File: src/rtl/mouse_pkg.sv
// Shared definitions for the mouse direction tracker.
//   dir_idx_t / DIR_* : bit index of each direction in the 9-bit one-hot (row*3+col)
//   trk_state_t       : tracker FSM states
//   dir_onehot()      : turns a (row, col) classification into the one-hot direction
package mouse_pkg;

  typedef logic [3:0] dir_idx_t;

  localparam dir_idx_t DIR_UL = 4'd0;
  localparam dir_idx_t DIR_U  = 4'd1;
  localparam dir_idx_t DIR_UR = 4'd2;
  localparam dir_idx_t DIR_L  = 4'd3;
  localparam dir_idx_t DIR_C  = 4'd4;
  localparam dir_idx_t DIR_R  = 4'd5;
  localparam dir_idx_t DIR_DL = 4'd6;
  localparam dir_idx_t DIR_D  = 4'd7;
  localparam dir_idx_t DIR_DR = 4'd8;

  typedef enum logic [1:0] {
    FILL  = 2'd0,
    TRACK = 2'd1,
    IDLE  = 2'd2
  } trk_state_t;

  // row/col are 0..2; 0 = up/left, 1 = centre, 2 = down/right.
  function automatic logic [8:0] dir_onehot(input logic [1:0] row, input logic [1:0] col);
    logic [8:0] oh;
    dir_idx_t   idx;
    oh       = '0;
    idx      = 4'(row) * 4'd3 + 4'(col);
    oh[idx]  = 1'b1;
    return oh;
  endfunction

endpackage

File: src/rtl/mouse_hist_ring.sv
// History ring for the mouse tracker.
//   PS2_CLK, reset : clock and synchronous active-high reset
//   flush          : clears the write pointer only; contents are left as don't-care
//   wr_en          : write x_wr/y_wr at the pointer and advance it
//   x_old, y_old   : combinational read of the slot about to be overwritten (oldest entry)
module mouse_hist_ring
  import mouse_pkg::*;
#(
  parameter int unsigned XW    = 11,
  parameter int unsigned YW    = 11,
  parameter int unsigned DEPTH = 4
) (
  input  logic          PS2_CLK,
  input  logic          reset,
  input  logic          flush,
  input  logic          wr_en,
  input  logic [XW-1:0] x_wr,
  input  logic [YW-1:0] y_wr,
  output logic [XW-1:0] x_old,
  output logic [YW-1:0] y_old
);

  localparam int unsigned PW = $clog2(DEPTH);

  logic [XW-1:0] x_mem [DEPTH];
  logic [YW-1:0] y_mem [DEPTH];
  logic [PW-1:0] wptr_q;

  // DEPTH is a power of two, so the pointer wraps by natural overflow.
  always_ff @(posedge PS2_CLK) begin
    if (reset || flush) begin
      wptr_q <= '0;
    end else if (wr_en) begin
      wptr_q <= wptr_q + 1'b1;
    end
  end

  always_ff @(posedge PS2_CLK) begin
    if (wr_en) begin
      x_mem[wptr_q] <= x_wr;
      y_mem[wptr_q] <= y_wr;
    end
  end

  assign x_old = x_mem[wptr_q];
  assign y_old = y_mem[wptr_q];

endmodule

File: src/rtl/mouse_dir_tracker.sv
// Mouse direction tracker: compares each new binned position with the oldest of a
// DEPTH-deep history and classifies the displacement into a one-hot 3x3 direction.
//   PS2_CLK, reset      : clock and synchronous active-high reset
//   sample_valid        : x_in/y_in carry a new position
//   flush               : clear history and return to warm-up (wins over sample_valid)
//   ms_dir              : one-hot direction, index row*3+col, centre = 9'h010
//   dx, dy              : signed displacement new minus oldest, XW+1 / YW+1 bits
//   dir_valid           : outputs were computed from a full history
//   idle                : IDLE_CNT consecutive centre classifications
module mouse_dir_tracker
  import mouse_pkg::*;
#(
  parameter int unsigned XW       = 11,
  parameter int unsigned YW       = 11,
  parameter int unsigned DEPTH    = 4,
  parameter int unsigned DEAD     = 1,
  parameter int unsigned IDLE_CNT = 16
) (
  input  logic        PS2_CLK,
  input  logic        reset,
  input  logic        sample_valid,
  input  logic [XW-1:0] x_in,
  input  logic [YW-1:0] y_in,
  input  logic        flush,
  output logic [8:0]  ms_dir,
  output logic [XW:0] dx,
  output logic [YW:0] dy,
  output logic        dir_valid,
  output logic        idle
);

  localparam int unsigned PW  = $clog2(DEPTH);
  localparam int unsigned ICW = $clog2(IDLE_CNT + 1);

  localparam logic [PW-1:0]  FILL_LAST = PW'(DEPTH - 1);
  localparam logic [ICW-1:0] IDLE_LAST = ICW'(IDLE_CNT - 1);
  localparam logic [ICW-1:0] IDLE_MAX  = ICW'(IDLE_CNT);

  localparam logic signed [XW:0] DEAD_X = (XW + 1)'(DEAD);
  localparam logic signed [YW:0] DEAD_Y = (YW + 1)'(DEAD);

  localparam logic [8:0] CENTRE = 9'h010;

  logic [XW-1:0] x_old;
  logic [YW-1:0] y_old;
  logic          wr_en;

  // A flushed sample is dropped, so it must not reach the history either.
  assign wr_en = sample_valid && !flush;

  mouse_hist_ring #(
    .XW    (XW),
    .YW    (YW),
    .DEPTH (DEPTH)
  ) u_hist (
    .PS2_CLK (PS2_CLK),
    .reset   (reset),
    .flush   (flush),
    .wr_en   (wr_en),
    .x_wr    (x_in),
    .y_wr    (y_in),
    .x_old   (x_old),
    .y_old   (y_old)
  );

  // Zero-extend before subtracting so full-scale jumps never wrap.
  logic signed [XW:0] dx_calc;
  logic signed [YW:0] dy_calc;
  logic [1:0]         col, row;
  logic [8:0]         dir_calc;
  logic               centre;

  always_comb begin
    dx_calc = $signed({1'b0, x_in} - {1'b0, x_old});
    dy_calc = $signed({1'b0, y_in} - {1'b0, y_old});
    if (dx_calc < -DEAD_X)     col = 2'd0;
    else if (dx_calc > DEAD_X) col = 2'd2;
    else                       col = 2'd1;
    if (dy_calc < -DEAD_Y)     row = 2'd0;
    else if (dy_calc > DEAD_Y) row = 2'd2;
    else                       row = 2'd1;
    dir_calc = dir_onehot(row, col);
    centre   = (row == 2'd1) && (col == 2'd1);
  end

  trk_state_t     state_q, state_d;
  logic [PW-1:0]  fill_q, fill_d;
  logic [ICW-1:0] icnt_q, icnt_d;
  logic [8:0]     ms_dir_q, ms_dir_d;
  logic [XW:0]    dx_q, dx_d;
  logic [YW:0]    dy_q, dy_d;
  logic           valid_q, valid_d;
  logic           idle_q, idle_d;

  always_comb begin
    state_d  = state_q;
    fill_d   = fill_q;
    icnt_d   = icnt_q;
    ms_dir_d = ms_dir_q;
    dx_d     = dx_q;
    dy_d     = dy_q;
    valid_d  = valid_q;
    idle_d   = idle_q;
    if (flush) begin
      state_d  = FILL;
      fill_d   = '0;
      icnt_d   = '0;
      ms_dir_d = CENTRE;
      dx_d     = '0;
      dy_d     = '0;
      valid_d  = 1'b0;
      idle_d   = 1'b0;
    end else if (sample_valid) begin
      unique case (state_q)
        FILL: begin
          if (fill_q == FILL_LAST) begin
            state_d = TRACK;
          end else begin
            fill_d = fill_q + 1'b1;
          end
        end
        TRACK, IDLE: begin
          ms_dir_d = dir_calc;
          dx_d     = dx_calc;
          dy_d     = dy_calc;
          valid_d  = 1'b1;
          if (!centre) begin
            state_d = TRACK;
            icnt_d  = '0;
            idle_d  = 1'b0;
          end else if (state_q == TRACK) begin
            if (icnt_q == IDLE_LAST) begin
              state_d = IDLE;
              icnt_d  = IDLE_MAX;
              idle_d  = 1'b1;
            end else begin
              icnt_d = icnt_q + 1'b1;
            end
          end
          // In IDLE a centre result leaves the saturated count alone.
        end
        default: state_d = FILL;
      endcase
    end
  end

  always_ff @(posedge PS2_CLK) begin
    if (reset) begin
      state_q  <= FILL;
      fill_q   <= '0;
      icnt_q   <= '0;
      ms_dir_q <= CENTRE;
      dx_q     <= '0;
      dy_q     <= '0;
      valid_q  <= 1'b0;
      idle_q   <= 1'b0;
    end else begin
      state_q  <= state_d;
      fill_q   <= fill_d;
      icnt_q   <= icnt_d;
      ms_dir_q <= ms_dir_d;
      dx_q     <= dx_d;
      dy_q     <= dy_d;
      valid_q  <= valid_d;
      idle_q   <= idle_d;
    end
  end

  assign ms_dir    = ms_dir_q;
  assign dx        = dx_q;
  assign dy        = dy_q;
  assign dir_valid = valid_q;
  assign idle      = idle_q;

endmodule

File: config.mk
export PLATFORM = sky130hd
export DESIGN_NAME = mouse_dir_tracker
export DESIGN_NICKNAME = d
export VERILOG_FILES = /design/src/rtl/mouse_pkg.sv /design/src/rtl/mouse_hist_ring.sv /design/src/rtl/mouse_dir_tracker.sv
export SDC_FILE = /design/constraint.sdc
export NUM_CORES = 1
export LEC_CHECK = 0
export CORE_ASPECT_RATIO = 1.75
export CORE_MARGIN = 2
export CORE_UTILIZATION = 50
export DETAILED_ROUTE_END_ITERATION = 16
export MAX_ROUTING_LAYER = met4
export PLACE_DENSITY = 0.71
export SKIP_LAST_GASP = 1
export SYNTH_ARGS = -nofsm -noshare
export SYNTH_HDL_FRONTEND = slang
export SYNTH_SLANG_ARGS = --single-unit
File: constraint.sdc
create_clock -name PS2_CLK -period 7.43 [get_ports PS2_CLK]
set_input_delay 1.8575 -clock PS2_CLK [delete_from_list [all_inputs] [get_ports PS2_CLK]]
set_output_delay 1.8575 -clock PS2_CLK [all_outputs]
set_load 0.02 [all_outputs]
; ---- Word level (Yosys, flattened, before mapping)
; Memory sizes are Yosys's and may differ from the RTL's. A register that Yosys moved wholly into a read port is not among the register bits.
; Index checks and enable logic that the tools add are counted.
[totals]
elab_cells = 72
regBits = 46
in_bits = 26
ramBits = 88
output_inout_bits = 35
n_memories = 2
[memory_table]
columns = name, depth, width, rd, rd_clocked_by_memory_dff, write_ports, line_no
row1 = u_hist.x_mem, 4, 11, 1, 1, 1, mouse_hist_ring.sv:25  ; logic [XW-1:0] x_mem [DEPTH];
row2 = u_hist.y_mem, 4, 11, 1, 1, 1, mouse_hist_ring.sv:26  ; logic [YW-1:0] y_mem [DEPTH];
[op_classes]
reduce_logical = 13
n_lt_le_gt_ge = 6
n_addsub = 6
eq_ne = 11
n_mul = 1
n_bitwise = 1
n_mux = 23
[op_table]
columns = op, n
row1 = $gt A12 B2 Y1 const B, 2
row2 = $lt A12 B1 Y1 const B, 2
row3 = $mux W2, 12
row4 = $sub A11 B11 Y12, 2
row5 = $mux W5, 3
row6 = $reduce_and A4 Y1, 2
row7 = $eq A2 B1 Y1 const B, 3
row8 = $mux W1, 6
row9 = $ne A3 B3 Y1 const B, 2
row10 = $reduce_and A3 Y1, 2
row11 = $add A5 B1 Y5 const B, 1
row12 = $eq A5 B4 Y1 const B, 1
row13 = $lt A4 B5 Y1 const B, 1
row14 = $add A2 B1 Y2 const B, 2
row15 = $add A4 B2 Y4, 1
row16 = $demux W1 S4, 1
row17 = $eq A2 B2 Y1 const B, 2
row18 = $ge A4 B1 Y1 const B, 1
row19 = $mul A2 B2 Y4 const B, 1
row20 = $ne A2 B1 Y1 const B, 2
row21 = $pmux W2 S2, 1
row22 = $reduce_or A2 Y1, 2
row23 = $logic_and A1 B1 Y1, 3
row24 = $logic_not A2 Y1, 1
row25 = other kinds (5), 5

; ---- Depth between registers and ports, before layout
; Gate-level depths: netlist of the first run.
[logic_depth]
word_depth = 10
depth_mapped = 22

; ---- Modules after synthesis
; From an unflattened synthesis of the first run, not the netlist that was laid out.
[hier_totals]
cells_unflattened = 533
area_unflattened_um2 = 6530.0
[modules_own_cells]
columns = mod, area_per_inst_um2, seq_area_each_um2, cells_each, instances
row1 = mouse_hist_ring, 3374.5, 2722.6, 133, 1
row2 = mouse_dir_tracker, 3155.5, 880.8, 400, 1

; ---- Worst setup path before layout of the first run
; OpenSTA, ideal clock, no wires.
[synth_timing]
kind = input to register
startpoint = input y_in[0]
endpoint = register ms_dir_q[3] (netlist: ms_dir[3])
slack_ps = 1112
path_stages = 20
t_arrival_ps = 6190
cell_sequence = inv_1 > ha_1 > inv_1 > fa_1 > a211oi_1 > o41ai_4 > o21ai_0 > nand2_1 > or4_1 > or4_1 > nand2_1 > inv_1 > fa_1 > inv_1 > ha_1 > inv_1 > fa_1 > and3_1 > a32oi_1 > nor2_1
[synth_between]
elab_chain_len = 10
elab_cells_between_ends = 12
classes_between = add/sub (2) / mul (1) / order compare (4) / mux (4) / reduce/logical (1)
[synth_lines]
columns = element, line_no
row1 = from (decl), mouse_dir_tracker.sv:23  ; input logic [YW-1:0] y_in,
row2 = $sub A11 B11 Y12 *, mouse_dir_tracker.sv:75  ; dy_calc = $signed({1'b0, y_in} - {1'b0, y_old});
row3 = $gt A12 B2 Y1, mouse_dir_tracker.sv:80  ; else if (dy_calc > DEAD_Y) row = 2'd2;
row4 = $mux W2, mouse_dir_tracker.sv:80
row5 = $mux W2 *, mouse_dir_tracker.sv:79  ; if (dy_calc < -DEAD_Y) row = 2'd0;
row6 = $mul A2 B2 Y4 *, mouse_pkg.sv:30  ; idx = 4'(row) * 4'd3 + 4'(col);
row7 = $add A4 B2 Y4 *, mouse_pkg.sv:30
row8 = $lt A4 B5 Y1 (implied by the code) or $ge A4 B1 Y1 (tied branches), mouse_pkg.sv:31  ; oh[idx] = 1'b1;
row9 = $logic_and A1 B1 Y1 (implied by the code), mouse_pkg.sv:31
row10 = $mux W1 (implied by the code), mouse_pkg.sv:31
row11 = $demux W1 S4 *, mouse_pkg.sv:31
row12 = to (signal assigned), mouse_dir_tracker.sv:161  ; ms_dir_q <= ms_dir_d;
row13 = to (decl), mouse_dir_tracker.sv:89  ; logic [8:0] ms_dir_q, ms_dir_d;
; Every way passes the cells marked *; elsewhere a longest branch is shown, timed or not.
; A chain may end at the register's enable or synchronous reset.

; ---- Final worst setup path of the first run
[layout_timing]
startpoint = input y_in[0]
endpoint = register ms_dir_q[1] (netlist: ms_dir[1])
; The elaborated chain is that of the path after synthesis.

==> flow_summary.ini, run 1 <==
[run_status]
outcome = finished clean

[routing]
drtIter0Drc = 278
highest_layer = met4
via_count = 4443
first_pass_iters = 5
final_antenna_net_count = 0
drc = 0
detail_route.wirelength_um = 14250
wl_met2_um = 7639
route.met3.wl_um = 539
viasPerCell = 5.638
wl_per_cell_um = 18.08
drt-met1-wl_um = 5899

[sta]
setup_viol = 0
hold_viol_final = 0
post-route-period-util_pct = 89.71
max_freq_mhz = 150.0
period_needed_ns = 6.666
slew_viol_final = 0
clock_skew_ns = 0.009281
rsz0062_at_grt = no
fin_tns_setup_ns = 0
holdWs_ns = 0.4637
tightest_slew_ns = 1.147
slew_headroom_pct = 23.54

[synth]
ys_top_cells_by_area = edfxtp_1, dfxtp_1, mux4_2, ha_1, a21oi_1
synth.avg_cell_area_um2 = 12.32
netlist.area_leader.share_pct = 40.18
syn_area_um2 = 6578
synth_edf_count = 88
yosysTopAreaCell = edfxtp_1
syn_inst = 534
syn_nets = 598
ys_seq_elements = 136
yosysWarnings = 0
async_reset_ff_share_pct = 0
synth_flop_cell = edfxtp_1
ys_types = 73
ys_seq_area_share_pct = 54.78

[setup_path]
crit_start = y_in[0]
path_class = input pin to register
worstPathCellList = clkdlybuf4s50_1, inv_1, ha_1, inv_1, fa_1, a211oi_1, o41ai_4, o21ai_0, nand2_1, or4_1, or4_1, nand2_1, inv_1, fa_1, inv_1, ha_1, inv_1, fa_1, and3_1, a22oi_1, nor2_1
crit_end = ms_dir[1]
crit_slowest_cell = fa_1
arrival_ns = 6.93
slowest_delay_ns = 0.54
reg2reg_to = ms_dir[1]
reg2reg_slack_ns = 1.50
critPathMaxFanout = 5
ff2ff_path_depth = 19
cpMostUsedCell = inv_1
crit_path_end_kind = register
critPathLaunchType = input pin
required_ns = 7.69

[cells_and_area]
syn_to_final_growth_pct = 20.11
stdcell_area_um2 = 7900
final_layout_size_suffix_gt1_share_pct = 12.48
seqCellArea_um2 = 3603
layout_common_cells = edfxtp_1, clkdlybuf4s50_1, dfxtp_1, inv_1, nor2_1
finalNetCount = 668
multi_input_area_um2 = 2681
diodes = 0
fillCellCount = 1006
final_common_cell = edfxtp_1

[global_route]
grt_pass1_vias = 4588
grt_pass1_wl_um = 23110
grt_max_degree = 46
grt_overflow = 0
antenna_found_initial = 0
track_usage_pct = 21.67

[clock_network]
cts_made_buffers = 17
clk_latency_ns = 0.42
clockBufferDepth = 2
post_cts_buffers = 0
cts-root-buf = clkbuf_16
clk_pin_slew_ns = 0.06
cts_tree = done
cts-hold-fix-buffers = 0
cts_resized = 0
clock_sinks = 136
h-tree-depth = 4

[power]
ir_worst_vdd_uv = 164.2
power.leakage_nw = 2.833
pwr_density_cell_nw_per_um2 = 230.8
p_total_w = 0.001823

[placed_design]
place_congestion = 0.8800
dp_hpwl_um = 10150
port_buffers = 60
placed_area_um2 = 7343

[hold_path]
hp-class = register to register

[flow_run]
maxCapViolations = 0

[floorplan]
fp.dieH_um = 155.7
core_area_um2 = 12870
die_width_um = 90.70
start_util_pct = 51.11
ioPinCount = 61
fp-row-count = 55
die-area_um2 = 14120
==> sequential cells by signal, indices dropped and copies added (netlist names), named ones only <==
name           flops
icnt_q             5
idle               1
dy                12
fill_q             2
dir_valid          1
u_hist.x_mem      44
ms_dir             9
state_q            2
dx                12
u_hist.y_mem      44
u_hist.wptr_q      2
==> logic make-up (layout without fill, tap and decap cells) <==
family | Yosys count | after routing | synth area share [%]
simple gates | 151 | 151 | 11.62
xor+xnor | 13 | 13 | 1.731
buf+inv | 64 | 147 | 4.451
flops | 136 | 136 | 54.78
fa+ha+maj | 38 | 38 | 7.685
compound gates | 108 | 108 | 11.89
mux | 24 | 24 | 7.837
==> worst min path at each step <==
| stage | start | to | slack [ns] | cells past startpoint |
|---|---|---|---|---|
| floorplan | icnt_q[4] | icnt_q[4] | 0.43 | 2 |
| global placement | icnt_q[4] | icnt_q[4] | 0.44 | 2 |
| detailed placement | dx[10] | dx[10] | 0.45 | 2 |
| CTS | dx[10] | dx[10] | 0.46 | 2 |
| global route | dx[10] | dx[10] | 0.48 | 2 |
| finish | dx[1] | dx[1] | 0.46 | 2 |
==> stage by stage <==
step / setup WS, ns / instances / util [%]
4_1_cts: 0.8125 / 788 / 61.39
3_3_place_gp: 0.5078 / 756 / 57.06
2_1_floorplan: 1.112 / 534 / -
6_report: 0.7644 / 788 / 61.39
3_5_place_dp: 0.3873 / 756 / 57.06
5_1_grt: 0.4198 / 788 / 61.39
==> power breakdown <==
part	switching, W	internal, W
clock network	0.000352	0.000439
registers	0.00000445	0.000814
logic	0.000123	0.0000908
total	0.000480	0.00134
==> synthesized netlist by cell type (5+ instances only) <==
cell       n
a21oi_1   35
and2_1     5
nand2_1   40
xnor2_1    9
a211oi_1   8
ha_1      34
a22oi_1    5
dfxtp_1   48
nor2b_1    8
clkbuf_1   8
mux4_2    22
nor2_1    43
edfxtp_1  88
inv_1     45
nor3_1    12
o21ai_0   12
nand4_1    8
==> routing by layer <==
| layer | up-vias | GRT usage [%] |
|---|---|---|
| li1 | 2146 | - |
| met1 | 2177 | 25.02 |
| met5 | - | - |
| met4 | 0 | 9.304 |
| met3 | 14 | 4.348 |
| met2 | 106 | 36.74 |
==> critical path: cells and delay by family <==
family                     cells  cell delay, ns
buffers and inverters          6            0.79
and+or+nand+nor                6            1.47
adders and majority gates      5            1.76
AOI/OAI and AO/OA              4            1.02
==> cell type report <==
| class | instances | share of cell area [%] |
|---|---|---|
| repair buffers | 70 | 8.552 |
| clock buffers | 17 | 5.385 |
| inverters | 45 | 2.138 |
| flip-flops and latches | 136 | 45.61 |
| multi-input cells | 334 | 33.94 |
| clock inverters | 15 | 1.663 |
| well taps | 171 | 2.708 |
Power figures use the tool's default switching activity.
==> inputs of run 2 (changes only) <==
- PLACE_DENSITY: 0.71 -> 0.74
- clock period: 7.43 -> 5.4 ns (I/O delays scaled with it)
==> flow_summary.ini, run 2 (synthesized netlist as in run 1, its figures left out) <==
[global_route]
grt_max_degree = 46
grt_pass1_vias = 5342
antenna_found_initial = 0
track_usage_pct = 25.83
grt_pass1_wl_um = 27240
grt_overflow = 0

[setup_path]
path_delay_family = adder cells
crit_end = ms_dir[7]
path_class = input pin to register
arrival_ns = 5.62
slowest_delay_ns = 0.60
reg2reg_slack_ns = 0.14
cpMostUsedCell = buf_4
critPathLaunchType = input pin
crit_slowest_cell = fa_2
critPathBufInv = 6
ff2ff_path_depth = 21
crit_path_end_kind = register
crit_start = x_in[5]
worstPathCellList = clkdlybuf4s50_1, ha_2, buf_4, o211a_1, o21ai_0, buf_4, inv_1, a21oi_1, xnor2_1, buf_4, or4b_4, nand2_2, ha_1, ha_2, inv_2, fa_2, nor3_4, a32oi_1, nor2_1
required_ns = 5.66
path_depth = 19
critPathMaxFanout = 6
reg2reg_to = ms_dir[7]

[floorplan]
start_util_pct = 51.11
die-area_um2 = 14120
fp.dieH_um = 155.7
ioPinCount = 61
core_area_um2 = 12870
fp-row-count = 55
die_width_um = 90.70

[clock_network]
clock_sinks = 136
h-tree-depth = 4
clockBufferDepth = 2
clk_latency_ns = 0.41
cts_made_buffers = 17
cts-root-buf = clkbuf_16
cts_tree = done
clk_pin_slew_ns = 0.05

[sta]
fin_tns_setup_ns = 0
setup_viol = 0
post-route-period-util_pct = 99.28
max_freq_mhz = 186.5
rsz0062_at_grt = yes
hold_viol_final = 0
holdWs_ns = 0.4500
slew_viol_final = 0
period_needed_ns = 5.361
clock_skew_ns = 0.007548
tightest_slew_ns = 0.8558
slew_headroom_pct = 42.95

[cells_and_area]
final_layout_size_suffix_gt1_share_pct = 32.79
reg_top3 = u_hist.x_mem (44), u_hist.y_mem (44)
fillCellCount = 848
syn_to_final_growth_pct = 39.72
final_common_cell = buf_4
diodes = 0
layout_common_cells = buf_4, edfxtp_1, clkdlybuf4s50_1, dfxtp_1, nor2_1
finalNetCount = 786

[routing]
wl_per_cell_um = 19.28
via_count = 5129
detail_route.wirelength_um = 17470
first_pass_iters = 5
final_antenna_net_count = 0
viasPerCell = 5.661
drc = 0
drtIter0Drc = 332

[power]
combPwrFrac_pct = 19.5
power.leakage_nw = 3.511
p_sw_share_pct = 24.16
pwr-share-clk_pct = 40.0
ir_worst_vdd_uv = 252.8
p_sw_w = 0.0006716
pwr_density_cell_nw_per_um2 = 302.4
p_int_w = 0.002108
p_seq_share_pct = 40.5

[placed_design]
dp_hpwl_um = 11560
port_buffers = 60
place_congestion = 0.8912

[flow_run]
maxCapViolations = 0

[run_status]
outcome = finished clean

[hold_path]
hp-class = register to register
[run 2: cell types whose count changed in the layout (fill, tap and decap cells not counted), sizes merged]
cell / change
dlymetal6s2s: +3
clkinv: +1
dlygate4sd2: +2
clkinvlp: -4
buf: +121
clkbuf: +14
clkdlybuf4s15: +1
clkdlybuf4s50: -12
inv: -9
bufinv: +1
[run 2: power by group through the flow]
stage / clock network (W) / registers, W / logic [W]
after global placement: 0 / 0.00115 / 0.000425
after floorplan: 0 / 0.00115 / 0.000218
final: 0.00111 / 0.00112 / 0.000542
after detailed placement: 0 / 0.00115 / 0.000433
after CTS: 0.00112 / 0.00112 / 0.000482
after global routing: 0.00116 / 0.00113 / 0.000580
[run 2: cell type report]
| type | count | area, um2 | area share (%) |
|---|---|---|---|
| Sequential cell | 136 | 3605 | 39.22 |
| Multi-Input combinational cell | 334 | 3028 | 32.95 |
| Inverter | 45 | 183.9 | 2.001 |
| Clock buffer | 28 | 528.0 | 5.745 |
| Timing Repair Buffer | 188 | 1590 | 17.30 |
| Tap cell | 171 | 214.0 | 2.328 |
| Clock inverter | 4 | 41.29 | 0.4493 |
[run 2: repair_timing]
item                                    in CTS  in global routing
resized for setup                           45                 48
endpoints found under the setup margin       9                  9
pin swaps                                   25                 33
buffers inserted                             8                 16
hold buffers                                 0                  0
[run 2: worst min path at each step]
stage	start	endpoint	depth (start not counted)
final	icnt_q[4]	icnt_q[4]	2
after global routing	dx[8]	dx[8]	2
after CTS	icnt_q[4]	icnt_q[4]	2
after detailed placement	icnt_q[4]	icnt_q[4]	2
after global placement	icnt_q[4]	icnt_q[4]	2
after floorplan	icnt_q[4]	icnt_q[4]	2
[run 2: metrics by stage]
stage	setup WS (ns)	instance area, um2	utilization (%)	total power (W)	cells
2_1_floorplan	-0.1794	6641	-	0.001363	534
3_3_place_gp	-0.8539	8143	63.28	0.001570	851
3_5_place_dp	-0.9497	8143	63.28	0.001580	851
4_1_cts	0.007413	8909	69.23	0.002724	891
5_1_grt	-0.1298	9190	71.41	0.002868	906
6_report	0.03885	9190	71.41	0.002779	906
[run 2: worst min-delay path, stage by stage, from the launching register on]
cell,delay [ns]
dfxtp_1,0.30
nand2_1,0.05
a21oi_1,0.05
[run 2: metal layers]
metal,up-vias,GRT usage [%],routed length (um)
li1,2373,-,-
met1,2535,28.49,6656
met2,163,45.13,9505
met3,58,4.541,635
met4,0,12.31,674
met5,-,-,0
==> inputs of run 3 (changes only) <==
- CORE_UTILIZATION: 50 -> 55
- PLACE_DENSITY: 0.74 -> 0.77
- clock period: 5.4 -> 5 ns (I/O delays scaled with it)
==> flow_summary.ini, run 3 (synthesized netlist as in run 1, its figures left out) <==
[run_status]
outcome = complete, but fails checks
violations = setup timing

[placed_design]
port_buffers = 60
post-place-ws_ns = -1.244
dp_hpwl_um = 10970
place_congestion = 0.9111
placed_area_um2 = 8163

[routing]
first_pass_iters = 5
drc = 0
detail_route.wirelength_um = 16940
final_antenna_net_count = 0
wl_per_cell_um = 19.58
via_count = 5153
viasPerCell = 5.957
drtIter0Drc = 255

[floorplan]
die_width_um = 86.67
core_area_um2 = 11650
fp-row-count = 52
fp.dieH_um = 148.7
start_util_pct = 56.48
die-area_um2 = 12880
ioPinCount = 61

[clock_network]
clk_pin_slew_ns = 0.05
cts-root-buf = clkbuf_16
clock_sinks = 136
h-tree-depth = 4
clk_latency_ns = 0.42
cts_made_buffers = 17
cts_tree = done
clockBufferDepth = 2
cts-hold-fix-buffers = 0

[sta]
hold_viol_final = 0
slew_headroom_pct = 42.93
post-route-period-util_pct = 106.5
clock_skew_ns = 0.006771
rsz0062_at_grt = yes
slew_viol_final = 0
fin_ws_ns = -0.3245
tightest_slew_ns = 0.8561
setup_viol = 9
max_freq_mhz = 187.8
period_needed_ns = 5.324

[global_route]
antenna_found_initial = 0
grt_pass1_vias = 5382
track_usage_pct = 28.08
grt_pass1_wl_um = 26610
grt_max_degree = 46
grt_overflow = 0

[setup_path]
arrival_ns = 5.60
critPathMaxFanout = 5
critPathLaunchType = input pin
crit_path_end_kind = register
reg2reg_to = ms_dir[3]
reg2reg_slack_ns = -0.27
required_ns = 5.28
ff2ff_path_depth = 22
path_class = input pin to register

[cells_and_area]
final_common_cell = buf_4
layout_common_cells = buf_4, edfxtp_1, clkdlybuf4s50_1, dfxtp_1, nor2_1
finalNetCount = 781
final_layout_size_suffix_gt1_share_pct = 31.78
diodes = 0
stdcell_area_um2 = 9092
syn_to_final_growth_pct = 38.23
reg_top3 = u_hist.x_mem (44), u_hist.y_mem (44)
fillCellCount = 664

[power]
power.leakage_nw = 3.471
ir_worst_vdd_uv = 239.2
pwr_density_cell_nw_per_um2 = 338.5

[hold_path]
holdPathStages = 2
holdPathEnd = dx[9]
hold_start = dx[9]
hp-class = register to register

[flow_run]
maxCapViolations = 0
-- run 3: cell count changes in the layout (fill, tap and decap cells not counted), sizes merged --
| cell | delta |
|---|---|
| clkinv | +1 |
| dlymetal6s2s | -3 |
| clkdlybuf4s15 | +2 |
| dlygate4sd2 | +4 |
| bufinv | +3 |
| buf | -6 |
| clkinvlp | +1 |
| clkbuf | -7 |
-- run 3: final cells by class --
cell class,instances,area [um2],share of cell area [%]
timing repair buffer,183,1559,17.15
clock buffer,23,467.9,5.147
sequential,136,3607,39.67
clock inverter,9,146.4,1.610
multi-input combinational,334,2962,32.57
tap,135,168.9,1.858
inverter,45,181.4,1.995
-- run 3: worst max-delay path by stage --
stage              from        end  depth (start not counted)
6_report        y_in[2]  ms_dir[3]                         18
5_1_grt         y_in[2]  ms_dir[3]                         18
4_1_cts        register  ms_dir[3]                         21
3_5_place_dp    y_in[0]  ms_dir[2]                         21
3_3_place_gp    y_in[0]  ms_dir[3]                         21
2_1_floorplan   y_in[0]  ms_dir[3]                         20
-- run 3: worst max-delay path, cell delays in order --
cell and delay, ns:
clkdlybuf4s15_2 0.23, ha_2 0.20, or2_1 0.23, o221ai_2 0.18, or4b_1 0.49, o311a_1 0.20, or4_4 0.50, or4_4 0.45
nand2_4 0.08, inv_2 0.04, fa_1 0.53, inv_1 0.06, ha_2 0.17, inv_2 0.06, fa_2 0.49, and3_4 0.20
a32oi_1 0.19, nor2_1 0.05
-- run 3: report_power, final --
part	internal, W	switching (W)	total [W]
clock network	0.000856	0.000452	0.00131
registers	0.00121	0.00000450	0.00121
logic	0.000290	0.000265	0.000556
total	0.00236	0.000722	0.00308
-- run 3: repair_timing --
item,4_1_cts,5_1_grt
setup buffers,8,3
endpoints found under the hold margin,0,0
pin swaps,29,12
setup endpoints to repair,9,9
resized for setup,59,13
-- run 3: metal layers --
| metal | track usage [%] | vias to the layer above | part of all wire, % |
|---|---|---|---|
| li1 | - | 2365 | - |
| met1 | 30.47 | 2546 | 38 |
| met2 | 49.23 | 185 | 54 |
| met3 | 5.161 | 57 | 4.6 |
| met4 | 12.34 | 0 | 3.6 |
| met5 | - | - | 0 |
-- run 3: stage by stage --
stage / hold WS, ns / power (W) / TNS (ns) / cells / util [%]
2_1_floorplan: 0.4292 / 0.001472 / -3.773 / 534 / -
3_3_place_gp: 0.4392 / 0.001692 / -11.17 / 822 / 70.09
3_5_place_dp: 0.4501 / 0.001709 / -12.77 / 822 / 70.09
4_1_cts: 0.4609 / 0.003053 / -1.844 / 862 / 77.50
5_1_grt: 0.4783 / 0.003170 / -3.479 / 865 / 78.07
6_report: 0.4628 / 0.003078 / -2.435 / 865 / 78.07
